===== src/rtl/mesh_task_scheduler.sv =====
// Task scheduler for the 3x3 mesh: queues task requests and hands each one to a free,
// available core picked round-robin, offering (node, task) over a valid/ready handshake.
module mesh_task_scheduler #(
    parameter int NODES      = 9,
    parameter int TASK_W     = 8,
    parameter int FIFO_DEPTH = 4
) (
    input  logic                             clk_i,
    input  logic                             rst_ni,
    input  logic                             task_valid_i,
    input  logic [TASK_W-1:0]                task_id_i,
    output logic                             task_ready_o,
    input  logic [NODES-1:0]                 core_avail_i,
    input  logic [NODES-1:0]                 core_done_i,
    output logic                             dispatch_valid_o,
    output logic [$clog2(NODES)-1:0]         dispatch_node_o,
    output logic [TASK_W-1:0]                dispatch_task_o,
    input  logic                             dispatch_ready_i,
    output logic [NODES-1:0]                 busy_mask_o,
    output logic [$clog2(FIFO_DEPTH+1)-1:0]  queue_count_o
);

    localparam int NODE_W = $clog2(NODES);
    localparam int CNT_W  = $clog2(FIFO_DEPTH + 1);
    localparam int PTR_W  = $clog2(FIFO_DEPTH);
    localparam int IDX_W  = NODE_W + 1;

    typedef enum logic {IDLE, OFFER} state_e;

    state_e              state_q, state_d;
    logic [TASK_W-1:0]   mem_q [FIFO_DEPTH];
    logic [PTR_W-1:0]    wr_ptr_q, rd_ptr_q;
    logic [CNT_W-1:0]    count_q, count_d;
    logic [NODE_W-1:0]   node_q, node_d;
    logic [TASK_W-1:0]   task_q, task_d;
    logic [NODE_W-1:0]   rr_q, rr_d;
    logic [NODES-1:0]    busy_q, busy_d;
    logic [NODES-1:0]    eligible;
    logic                push, pop, found;
    logic [NODE_W-1:0]   pick;
    logic [IDX_W-1:0]    idx;

    assign task_ready_o     = (count_q < CNT_W'(FIFO_DEPTH));
    assign push             = task_valid_i && task_ready_o;
    assign pop              = (state_q == OFFER) && dispatch_ready_i;
    assign eligible         = core_avail_i & ~busy_q;
    assign dispatch_valid_o = (state_q == OFFER);
    assign dispatch_node_o  = node_q;
    assign dispatch_task_o  = task_q;
    assign busy_mask_o      = busy_q;
    assign queue_count_o    = count_q;

    // First eligible node at or after the round-robin pointer, wrapping past the last node.
    always_comb begin
        found = 1'b0;
        pick  = '0;
        idx   = '0;
        for (int i = 0; i < NODES; i++) begin
            idx = {1'b0, rr_q} + IDX_W'(i);
            if (idx >= IDX_W'(NODES)) begin
                idx = idx - IDX_W'(NODES);
            end
            if (!found && eligible[idx[NODE_W-1:0]]) begin
                found = 1'b1;
                pick  = idx[NODE_W-1:0];
            end
        end
    end

    always_comb begin
        state_d = state_q;
        node_d  = node_q;
        task_d  = task_q;
        rr_d    = rr_q;
        busy_d  = busy_q & ~core_done_i;
        count_d = count_q;
        case ({push, pop})
            2'b10:   count_d = count_q + CNT_W'(1);
            2'b01:   count_d = count_q - CNT_W'(1);
            default: count_d = count_q;
        endcase
        case (state_q)
            IDLE: begin
                if ((count_q != '0) && found) begin
                    node_d  = pick;
                    task_d  = mem_q[rd_ptr_q];
                    state_d = OFFER;
                end
            end
            OFFER: begin
                if (dispatch_ready_i) begin
                    busy_d[node_q] = 1'b1;
                    rr_d    = (node_q == NODE_W'(NODES - 1)) ? '0 : node_q + NODE_W'(1);
                    state_d = IDLE;
                end
            end
            default: state_d = IDLE;
        endcase
    end

    always_ff @(posedge clk_i or negedge rst_ni) begin
        if (!rst_ni) begin
            state_q <= IDLE;
            node_q  <= '0;
            task_q  <= '0;
            rr_q    <= '0;
            busy_q  <= '0;
            count_q <= '0;
        end else begin
            state_q <= state_d;
            node_q  <= node_d;
            task_q  <= task_d;
            rr_q    <= rr_d;
            busy_q  <= busy_d;
            count_q <= count_d;
        end
    end

    always_ff @(posedge clk_i or negedge rst_ni) begin
        if (!rst_ni) begin
            wr_ptr_q <= '0;
            rd_ptr_q <= '0;
            for (int i = 0; i < FIFO_DEPTH; i++) begin
                mem_q[i] <= '0;
            end
        end else begin
            if (push) begin
                mem_q[wr_ptr_q] <= task_id_i;
                wr_ptr_q        <= wr_ptr_q + PTR_W'(1);
            end
            if (pop) begin
                rd_ptr_q <= rd_ptr_q + PTR_W'(1);
            end
        end
    end

endmodule


===== config.mk =====
export PLATFORM = sky130hd
export DESIGN_NAME = mesh_task_scheduler
export DESIGN_NICKNAME = d
export VERILOG_FILES = /design/src/rtl/mesh_task_scheduler.sv
export SDC_FILE = /design/constraint.sdc
export NUM_CORES = 1
export LEC_CHECK = 0
export BUFFER_PORTS_ARGS = -buffer_cell sky130_fd_sc_hd__buf_2
export CELL_PAD_IN_SITES_DETAIL_PLACEMENT = 0
export CELL_PAD_IN_SITES_GLOBAL_PLACEMENT = 1
export CORE_AREA = 2 2 116 118
export CTS_BUF_LIST = sky130_fd_sc_hd__clkbuf_16
export DETAILED_ROUTE_END_ITERATION = 7
export DIE_AREA = 0 0 118 120
export GPL_TIMING_DRIVEN = 0
export PLACE_DENSITY = 0.94
export SYNTH_ARGS = -nofsm -noshare
export SYNTH_HDL_FRONTEND = slang
export SYNTH_SLANG_ARGS = --single-unit

===== constraint.sdc =====
create_clock -name clk_i -period 10.75 [get_ports clk_i]
set_input_delay 0.5375 -clock clk_i [delete_from_list [all_inputs] [get_ports clk_i]]
set_output_delay 0.5375 -clock clk_i [all_outputs]
set_load 0.005 [all_outputs]

==> out/metrics.yaml, run 1 <==
critical_path:
  critical_path.cell_chain: "buf_4, inv_2, clkbuf_1, buf_1, ha_1, buf_2, clkbuf_1, mux2i_1, a211o_1, a21oi_1, o21ai_0, a31oi_1, or4b_4, o41ai_4, buf_6, mux2_1"
  path_class: "register to register"
  cpMostUsedCell: "sky130_fd_sc_hd__clkbuf_1"
  crit_buf_inv: 7
  cp.required_ns: 10.95
  endpoint_kind: "register"
  critical_path.reg2reg.endpoint: "dispatch_task_o[3]"
  regToRegSetupSlack_ns: 4.01
  critical_path.startpoint_type: "register"
  critical_path.startpoint: "rr_q[0]"
  critical_path_arrival_ns: 6.94
  cell_family_with_the_largest_share_of_critical_path_delay: "buffers and inverters"
  reg2regPathDepth: 16
  crit_slowest_cell: "sky130_fd_sc_hd__buf_1"
  crit_fanout: 13
  max_stage_delay_ns: 0.76
  critical_path.reg2reg.startpoint: "rr_q[0]"
timing:
  max_freq_mhz: 148
  timing.max_slew.rel_slack: 0.327
  post_route_clock_period_utilization: 0.627
  final.setup.tns_ns: 0
  min_period_ns: 6.74
  postLayoutSetupSlackWorst_ns: 4.01
  timing_worst_slew_pin_value_ns: 1.01
  report.final.hold_viol_count: 0
  setup_viol_count_final: 0
  grt_setup_unrepaired: "no"
  slew_violations: 0
  worst_clock_skew_ns: 0.00710
finish:
  area_delta_synth_final_pct: 12.4
  layout.cells.most_common_list: "67 x sky130_fd_sc_hd__buf_2, 66 x sky130_fd_sc_hd__nand2_1, 65 x sky130_fd_sc_hd__dfrtp_1"
  final_net_count: 863
  fillers: 1170
  layout_commonest_cell: "sky130_fd_sc_hd__buf_2"
  final_layout_size_suffix_gt1_frac: 0.230
  n_antenna_cell: 0
yosys:
  synthesis.area_mm2: 0.00647
  async_flop_share: 1.00
  synth_cells: 736
  synth_enable_flop_cells: 0
  yosysWarnings: 0
  synth_seq_cells: 65
  synth_nets: 797
  synth-seq-area-share: 0.251
  ys.flop_type: "sky130_fd_sc_hd__dfrtp_1"
  syn-mean-instance-area_um2: 8.79
  synth.distinct_cells: 95
clocking:
  clock_tree.buffer_depth: 2
  cts.sinks: 65
  cts.root.buffer_cell: "sky130_fd_sc_hd__clkbuf_16"
  clk_transition_reported_paths_ns: 0.06
  cts.hold.buffers_added: 0
  clk-insertion-delay-late_ns: 0.33
  ctsResizeCount: 0
  numCtsBuffers: 9
  post-cts-setup-buffer-count: 0
  htree_levels: 3
  tritoncts: "yes"
drt:
  avgViaCountPerCell: 6.62
  wirelength_um: 23000
  drt_iter0_drc: 911
  drt-pass1-iter-count: 5
  dr_total_vias: 6512
  drt.antenna.violating_nets: 0
  avgRoutedWirePerCell_um: 23.4
  remaining_drc_errors: 0
global_routing:
  global_route.overflow_total: 0
  grt_pass1_wl_um: 35800
  grt_start_max_net_pins: 66
  first_global_vias: 6289
  groute.usage.overall: 0.327
  antenna_found_initial: 0
die:
  core-area_mm2: 0.0130
  initial_core_utilization: 0.498
  die_h_um: 120
  floorplan.io_pins: 56
  row_count: 42
  chipWidth_um: 118
  die_area_mm2: 0.0142
run_status:
  outcome: "finished clean"
job:
  timing.max_cap.violations: 0
place:
  post-dp-hpwl_um: 17200
  place_ws_ns: 4.29
  globalplace.congestion: 1.05
  portBuffers: 55
hold_path:
  min_path_type: "input port to async pin"
final cells by class:
class                   count  area [um^2]  area share
clock buffers               9          225      0.0310
multi-input cells         592         4470       0.614
clock inverters             7         78.8      0.0108
inverters                  34          128      0.0176
flip-flops and latches     65         1630       0.224
repair buffers             55          278      0.0382
plain buffers              45          249      0.0342
well taps                 176          220      0.0303
synthesized netlist by cell type, types with 8 or more instances:
cell	n	area, um^2
sky130_fd_sc_hd__a31oi_1	12	75.1
sky130_fd_sc_hd__nand2_1	66	248
sky130_fd_sc_hd__mux2_2	39	439
sky130_fd_sc_hd__nor3_1	12	60.1
sky130_fd_sc_hd__a21oi_1	48	240
sky130_fd_sc_hd__o22ai_1	14	87.6
sky130_fd_sc_hd__clkbuf_1	16	60.1
sky130_fd_sc_hd__nor2b_1	18	113
sky130_fd_sc_hd__nand2b_1	9	56.3
sky130_fd_sc_hd__mux4_2	8	180
sky130_fd_sc_hd__nor2_1	32	120
sky130_fd_sc_hd__inv_1	31	116
sky130_fd_sc_hd__mux2i_1	21	210
sky130_fd_sc_hd__a21o_1	9	67.6
sky130_fd_sc_hd__ha_1	30	375
sky130_fd_sc_hd__o21ai_0	40	200
sky130_fd_sc_hd__a211oi_1	20	150
sky130_fd_sc_hd__buf_4	9	67.6
sky130_fd_sc_hd__nand3_1	16	80.1
sky130_fd_sc_hd__xnor2_1	22	193
sky130_fd_sc_hd__buf_2	13	65.1
sky130_fd_sc_hd__dfrtp_1	65	1630
sequential cells by signal (all words and copies together) (netlist names):
name              count
rd_ptr_q              2
rr_q                  4
busy_mask_o           9
wr_ptr_q              2
dispatch_node_o       4
dispatch_task_o       8
dispatch_valid_o      1
mem_q                32
queue_count_o         3
worst max-delay path by stage:
stage	end	slack, ns	depth (start not counted)
5_1_grt	dispatch_task_o[3]	3.88	16
4_1_cts	dispatch_task_o[3]	4.27	16
2_1_floorplan	dispatch_task_o[3]	6.02	17
3_5_place_dp	dispatch_task_o[3]	4.29	16
3_3_place_gp	dispatch_task_o[4]	4.35	16
6_report	dispatch_task_o[3]	4.01	16
cell families (layout without fill, tap and decap cells):
| family | after synthesis | in the layout | share of synthesized area |
|---|---|---|---|
| AOI/OAI and AO/OA | 247 | 247 | 0.273 |
| DFF | 65 | 65 | 0.251 |
| buffers and inverters | 79 | 150 | 0.0582 |
| muxes | 73 | 73 | 0.137 |
| adders and majority gates | 31 | 31 | 0.0611 |
| xor gates and xnor gates | 28 | 28 | 0.0443 |
| and+or+nand+nor | 213 | 213 | 0.175 |
routing by layer:
| layer | vias up | share of wire | global-route usage |
|---|---|---|---|
| met1 | 3156 | 0.42 | 0.439 |
| li1 | 2918 | - | - |
| met4 | 0 | 0.039 | 0.135 |
| met3 | 64 | 0.094 | 0.0694 |
| met5 | - | 0 | 0 |
| met2 | 374 | 0.45 | 0.515 |
stage by stage:
step                      hold WS, ns  cells  instance area [um^2]  utilization
final                           0.304    983                  7270        0.560
after global routing            0.364    983                  7270        0.560
after CTS                       0.379    983                  7270        0.560
after detailed placement        0.478    967                  6960        0.537
after global placement          0.469    967                  6960        0.537
after floorplan                 0.242    736                  6470            -
Power of run 1 is not shown: default switching activity piles up to over one toggle a cycle in this logic, so the estimate is an artifact.
==> inputs of run 2 (changes only) <==
- CORE_AREA: 2 2 116 118 -> 2 2 121 123
- DIE_AREA: 0 0 118 120 -> 0 0 123 125
- PLACE_DENSITY: 0.94 -> 0.87
- clock period: 10.75 -> 7 ns (I/O delays scaled with it)
==> out/metrics.yaml, run 2 (synthesized netlist as in run 1, its figures left out) <==
run_status:
  outcome: "finished clean"
place:
  portBuffers: 55
  globalplace.congestion: 0.977
  placed_cell_area_mm2: 0.00697
  post-dp-hpwl_um: 16300
  place_ws_ns: 0.724
critical_path:
  crit_fanout: 13
  critical_path_arrival_ns: 6.76
  critical_path.startpoint_type: "register"
  reg2regPathDepth: 16
  cp.required_ns: 7.21
  critical_path.reg2reg.endpoint: "dispatch_task_o[5]"
  endpoint_kind: "register"
  regToRegSetupSlack_ns: 0.45
  path_class: "register to register"
  critical_path.reg2reg.startpoint: "rr_q[0]"
job:
  timing.max_cap.violations: 0
timing:
  worst_clock_skew_ns: 0.00687
  report.final.hold_viol_count: 0
  min_period_ns: 6.55
  timing_worst_slew_pin_value_ns: 0.921
  grt_setup_unrepaired: "no"
  timing.max_slew.rel_slack: 0.385
  setup_viol_count_final: 0
  max_freq_mhz: 153
  post_route_clock_period_utilization: 0.936
  final.setup.tns_ns: 0
  slew_violations: 0
  postLayoutSetupSlackWorst_ns: 0.449
clocking:
  ctsResizeCount: 0
  cts.hold.buffers_added: 0
  clk_transition_reported_paths_ns: 0.06
  clock_tree.buffer_depth: 2
  cts.sinks: 65
  cts.root.buffer_cell: "sky130_fd_sc_hd__clkbuf_16"
  post-cts-setup-buffer-count: 0
  htree_levels: 3
  tritoncts: "yes"
  clk-insertion-delay-late_ns: 0.33
  numCtsBuffers: 9
finish:
  layout.cells.most_common_list: "67 x sky130_fd_sc_hd__buf_2, 66 x sky130_fd_sc_hd__nand2_1, 65 x sky130_fd_sc_hd__dfrtp_1"
  final_layout_size_suffix_gt1_frac: 0.229
  layout_commonest_cell: "sky130_fd_sc_hd__buf_2"
  final_core_util: 0.514
  final_net_count: 863
  fillers: 1354
  max_flop_register: "mem_q"
  max_ffs_per_register: 32
  n_antenna_cell: 0
  fin_area_mm2: 0.00730
  area_delta_synth_final_pct: 12.8
drt:
  drt.antenna.violating_nets: 0
  wirelength_um: 22300
  avgViaCountPerCell: 6.58
  drt-pass1-iter-count: 5
  dr_total_vias: 6517
  remaining_drc_errors: 0
  drt_iter0_drc: 735
  avgRoutedWirePerCell_um: 22.5
die:
  die_h_um: 125
  floorplan.io_pins: 56
  row_count: 44
  core-area_mm2: 0.0142
  chipWidth_um: 123
  die_area_mm2: 0.0154
  initial_core_utilization: 0.455
global_routing:
  first_global_vias: 6266
  antenna_found_initial: 1
  grt_pass1_wl_um: 34700
  grt_start_max_net_pins: 66
  global_route.overflow_total: 0
  groute.usage.overall: 0.293
hold_path:
  min_path_type: "input port to async pin"
[run 2: stage by stage]
| step | hold slack, ns | std cells |
|---|---|---|
| 3_3_place_gp | 0.470 | 975 |
| 5_1_grt | 0.171 | 991 |
| 4_1_cts | 0.188 | 991 |
| 3_5_place_dp | 0.481 | 975 |
| 2_1_floorplan | 0.0544 | 736 |
| 6_report | 0.103 | 991 |
[run 2: worst max path at each step]
stage                        from                 end  cells after the start
after floorplan           rr_q[0]  dispatch_task_o[3]                     17
after global placement    rr_q[0]  dispatch_task_o[5]                     16
after detailed placement  rr_q[0]  dispatch_task_o[5]                     16
after CTS                 rr_q[0]  dispatch_task_o[4]                     16
after global routing      rr_q[0]  dispatch_task_o[3]                     16
final                     rr_q[0]  dispatch_task_o[5]                     16
[run 2: cell type report]
class                   count  area [um^2]  share of cell area
plain buffers              45          249              0.0341
clock buffers               9          225              0.0309
clock inverters             7         95.1              0.0130
inverters                  34          128              0.0175
multi-input cells         592         4470               0.612
flip-flops and latches     65         1630               0.223
well taps                 184          230              0.0316
repair buffers             55          278              0.0381
[run 2: worst max-delay path: stages, from the launching register on]
cell,delay (ns)
sky130_fd_sc_hd__dfrtp_1,0.55
sky130_fd_sc_hd__buf_4,0.28
sky130_fd_sc_hd__inv_2,0.10
sky130_fd_sc_hd__clkbuf_1,0.50
sky130_fd_sc_hd__buf_1,0.64
sky130_fd_sc_hd__ha_1,0.49
sky130_fd_sc_hd__buf_4,0.29
sky130_fd_sc_hd__xor2_4,0.13
sky130_fd_sc_hd__nor4_1,0.62
sky130_fd_sc_hd__a2111oi_0,0.18
sky130_fd_sc_hd__or4_1,0.50
sky130_fd_sc_hd__a22oi_1,0.39
sky130_fd_sc_hd__o21ai_0,0.29
sky130_fd_sc_hd__or2_2,0.38
sky130_fd_sc_hd__o41ai_4,0.51
sky130_fd_sc_hd__buf_6,0.23
sky130_fd_sc_hd__mux2_1,0.33
[run 2: per-layer routing]
layer / vias to the layer above / part of all wire / GRT usage / routed length, um
li1: 2913 / - / - / -
met4: 2 / 0.025 / 0.0969 / 567
met3: 58 / 0.088 / 0.0497 / 1970
met2: 375 / 0.45 / 0.436 / 9930
met5: - / 0.00058 / 0 / 13
met1: 3169 / 0.44 / 0.429 / 9830
Power of run 2 is left out for the same reason.
==> inputs of run 3 (changes only) <==
- CORE_AREA: 2 2 121 123 -> 2 2 155 157
- DIE_AREA: 0 0 123 125 -> 0 0 157 159
- PLACE_DENSITY: 0.87 -> 0.6
==> out/metrics.yaml, run 3 (synthesized netlist as in run 1, its figures left out) <==
run_status:
  outcome: "finished clean"
drt:
  wirelength_um: 23700
  drt-pass1-iter-count: 6
  avgRoutedWirePerCell_um: 21.0
  drt_iter0_drc: 480
  remaining_drc_errors: 0
  avgViaCountPerCell: 5.58
  drt.antenna.violating_nets: 0
  dr_total_vias: 6288
finish:
  layout_commonest_cell: "sky130_fd_sc_hd__buf_2"
  area_delta_synth_final_pct: 16.0
  multi_input_area_mm2: 0.00447
  register_area_mm2: 0.00163
  layout.cells.most_common_list: "67 x sky130_fd_sc_hd__buf_2, 66 x sky130_fd_sc_hd__nand2_1, 65 x sky130_fd_sc_hd__dfrtp_1"
  final_net_count: 863
  max_ffs_per_register: 32
  final_layout_size_suffix_gt1_frac: 0.228
  max_flop_register: "mem_q"
  n_antenna_cell: 0
  fillers: 2481
timing:
  post_route_clock_period_utilization: 0.934
  setup_viol_count_final: 0
  timing.max_slew.rel_slack: 0.346
  final.setup.tns_ns: 0
  grt_setup_unrepaired: "no"
  min_period_ns: 6.54
  worst_clock_skew_ns: 0.00862
  max_freq_mhz: 153
  report.final.hold_viol_count: 0
  timing_worst_slew_pin_value_ns: 0.978
  slew_violations: 0
global_routing:
  groute.usage.overall: 0.192
  antenna_found_initial: 0
  first_global_vias: 6206
  grt_pass1_wl_um: 36800
  global_route.overflow_total: 0
  grt_start_max_net_pins: 66
critical_path:
  path_class: "register to register"
  critical_path.reg2reg.startpoint: "rr_q[0]"
  reg2regPathDepth: 17
  crit_fanout: 13
  critical_path.startpoint_type: "register"
  endpoint_kind: "register"
  regToRegSetupSlack_ns: 0.46
  critical_path.reg2reg.endpoint: "dispatch_task_o[7]"
  cp.required_ns: 7.21
  critical_path_arrival_ns: 6.75
clocking:
  htree_levels: 3
  ctsResizeCount: 0
  clock_tree.buffer_depth: 2
  cts.hold.buffers_added: 0
  cts.sinks: 65
  numCtsBuffers: 9
  tritoncts: "yes"
  post-cts-setup-buffer-count: 0
  clk-insertion-delay-late_ns: 0.33
  cts.root.buffer_cell: "sky130_fd_sc_hd__clkbuf_16"
  clk_transition_reported_paths_ns: 0.05
die:
  die_area_mm2: 0.0250
  die_h_um: 159
  chipWidth_um: 157
  core-area_mm2: 0.0232
  row_count: 56
  floorplan.io_pins: 56
  initial_core_utilization: 0.279
place:
  post-dp-hpwl_um: 17700
  globalplace.congestion: 0.933
  portBuffers: 55
hold_path:
  min_path_type: "input port to async pin"
job:
  timing.max_cap.violations: 0
run 3: cell types whose count changed in the layout (fill, tap and decap cells not counted):
| cell | change |
|---|---|
| sky130_fd_sc_hd__bufinv_16 | +2 |
| sky130_fd_sc_hd__clkinv_1 | +1 |
| sky130_fd_sc_hd__clkinv_4 | -3 |
run 3: final cells by class:
| class | count | share of cell area |
|---|---|---|
| Buffer | 45 | 0.0332 |
| Clock buffer | 9 | 0.0300 |
| Clock inverter | 7 | 0.0177 |
| Inverter | 34 | 0.0170 |
| Multi-Input combinational cell | 592 | 0.595 |
| Sequential cell | 65 | 0.217 |
| Tap cell | 319 | 0.0532 |
| Timing Repair Buffer | 55 | 0.0370 |
run 3: worst max-delay path, cell delays in order, from the launching register on:
cell,delay (ns)
sky130_fd_sc_hd__dfrtp_1,0.58
sky130_fd_sc_hd__buf_4,0.31
sky130_fd_sc_hd__inv_2,0.08
sky130_fd_sc_hd__clkbuf_1,0.52
sky130_fd_sc_hd__buf_1,0.68
sky130_fd_sc_hd__ha_1,0.42
sky130_fd_sc_hd__buf_4,0.28
sky130_fd_sc_hd__xor2_4,0.24
sky130_fd_sc_hd__nor4_1,0.13
sky130_fd_sc_hd__a211oi_1,0.35
sky130_fd_sc_hd__a211oi_1,0.09
sky130_fd_sc_hd__or4_1,0.54
sky130_fd_sc_hd__a22oi_1,0.42
sky130_fd_sc_hd__o21ai_0,0.29
sky130_fd_sc_hd__or2_2,0.38
sky130_fd_sc_hd__o41ai_4,0.53
sky130_fd_sc_hd__buf_6,0.24
sky130_fd_sc_hd__mux2_1,0.33
run 3: worst max-delay path by stage:
stage | startpoint | to | slack (ns) | cells after the start
2_1_floorplan | rr_q[0] | dispatch_task_o[3] | 2.27 | 17
3_3_place_gp | rr_q[0] | dispatch_task_o[3] | 0.45 | 17
3_5_place_dp | rr_q[0] | dispatch_task_o[7] | 0.56 | 17
4_1_cts | rr_q[0] | dispatch_task_o[7] | 0.53 | 17
5_1_grt | rr_q[0] | dispatch_task_o[6] | 0.1 | 16
6_report | rr_q[0] | dispatch_task_o[7] | 0.46 | 17
run 3: metrics by stage:
stage               setup WS, ns  instance area [um^2]  utilization  std cells  hold slack [ns]
detailed placement         0.564                  7150        0.308       1110            0.481
global placement           0.452                  7140        0.308       1110            0.473
global route              0.0992                  7500        0.324       1126            0.170
floorplan                   2.27                  6470            -        736           0.0544
CTS                        0.531                  7500        0.324       1126            0.154
finish                     0.463                  7500        0.324       1126            0.112
run 3: layer usage:
layer / track usage / vias up / wire, um
met5: 0 / - / 0
met4: 0.0892 / 0 / 996
met3: 0.0384 / 58 / 1570
met2: 0.286 / 247 / 10400
met1: 0.266 / 3068 / 10700
li1: - / 2915 / -
Power of run 3 is left out for the same reason.
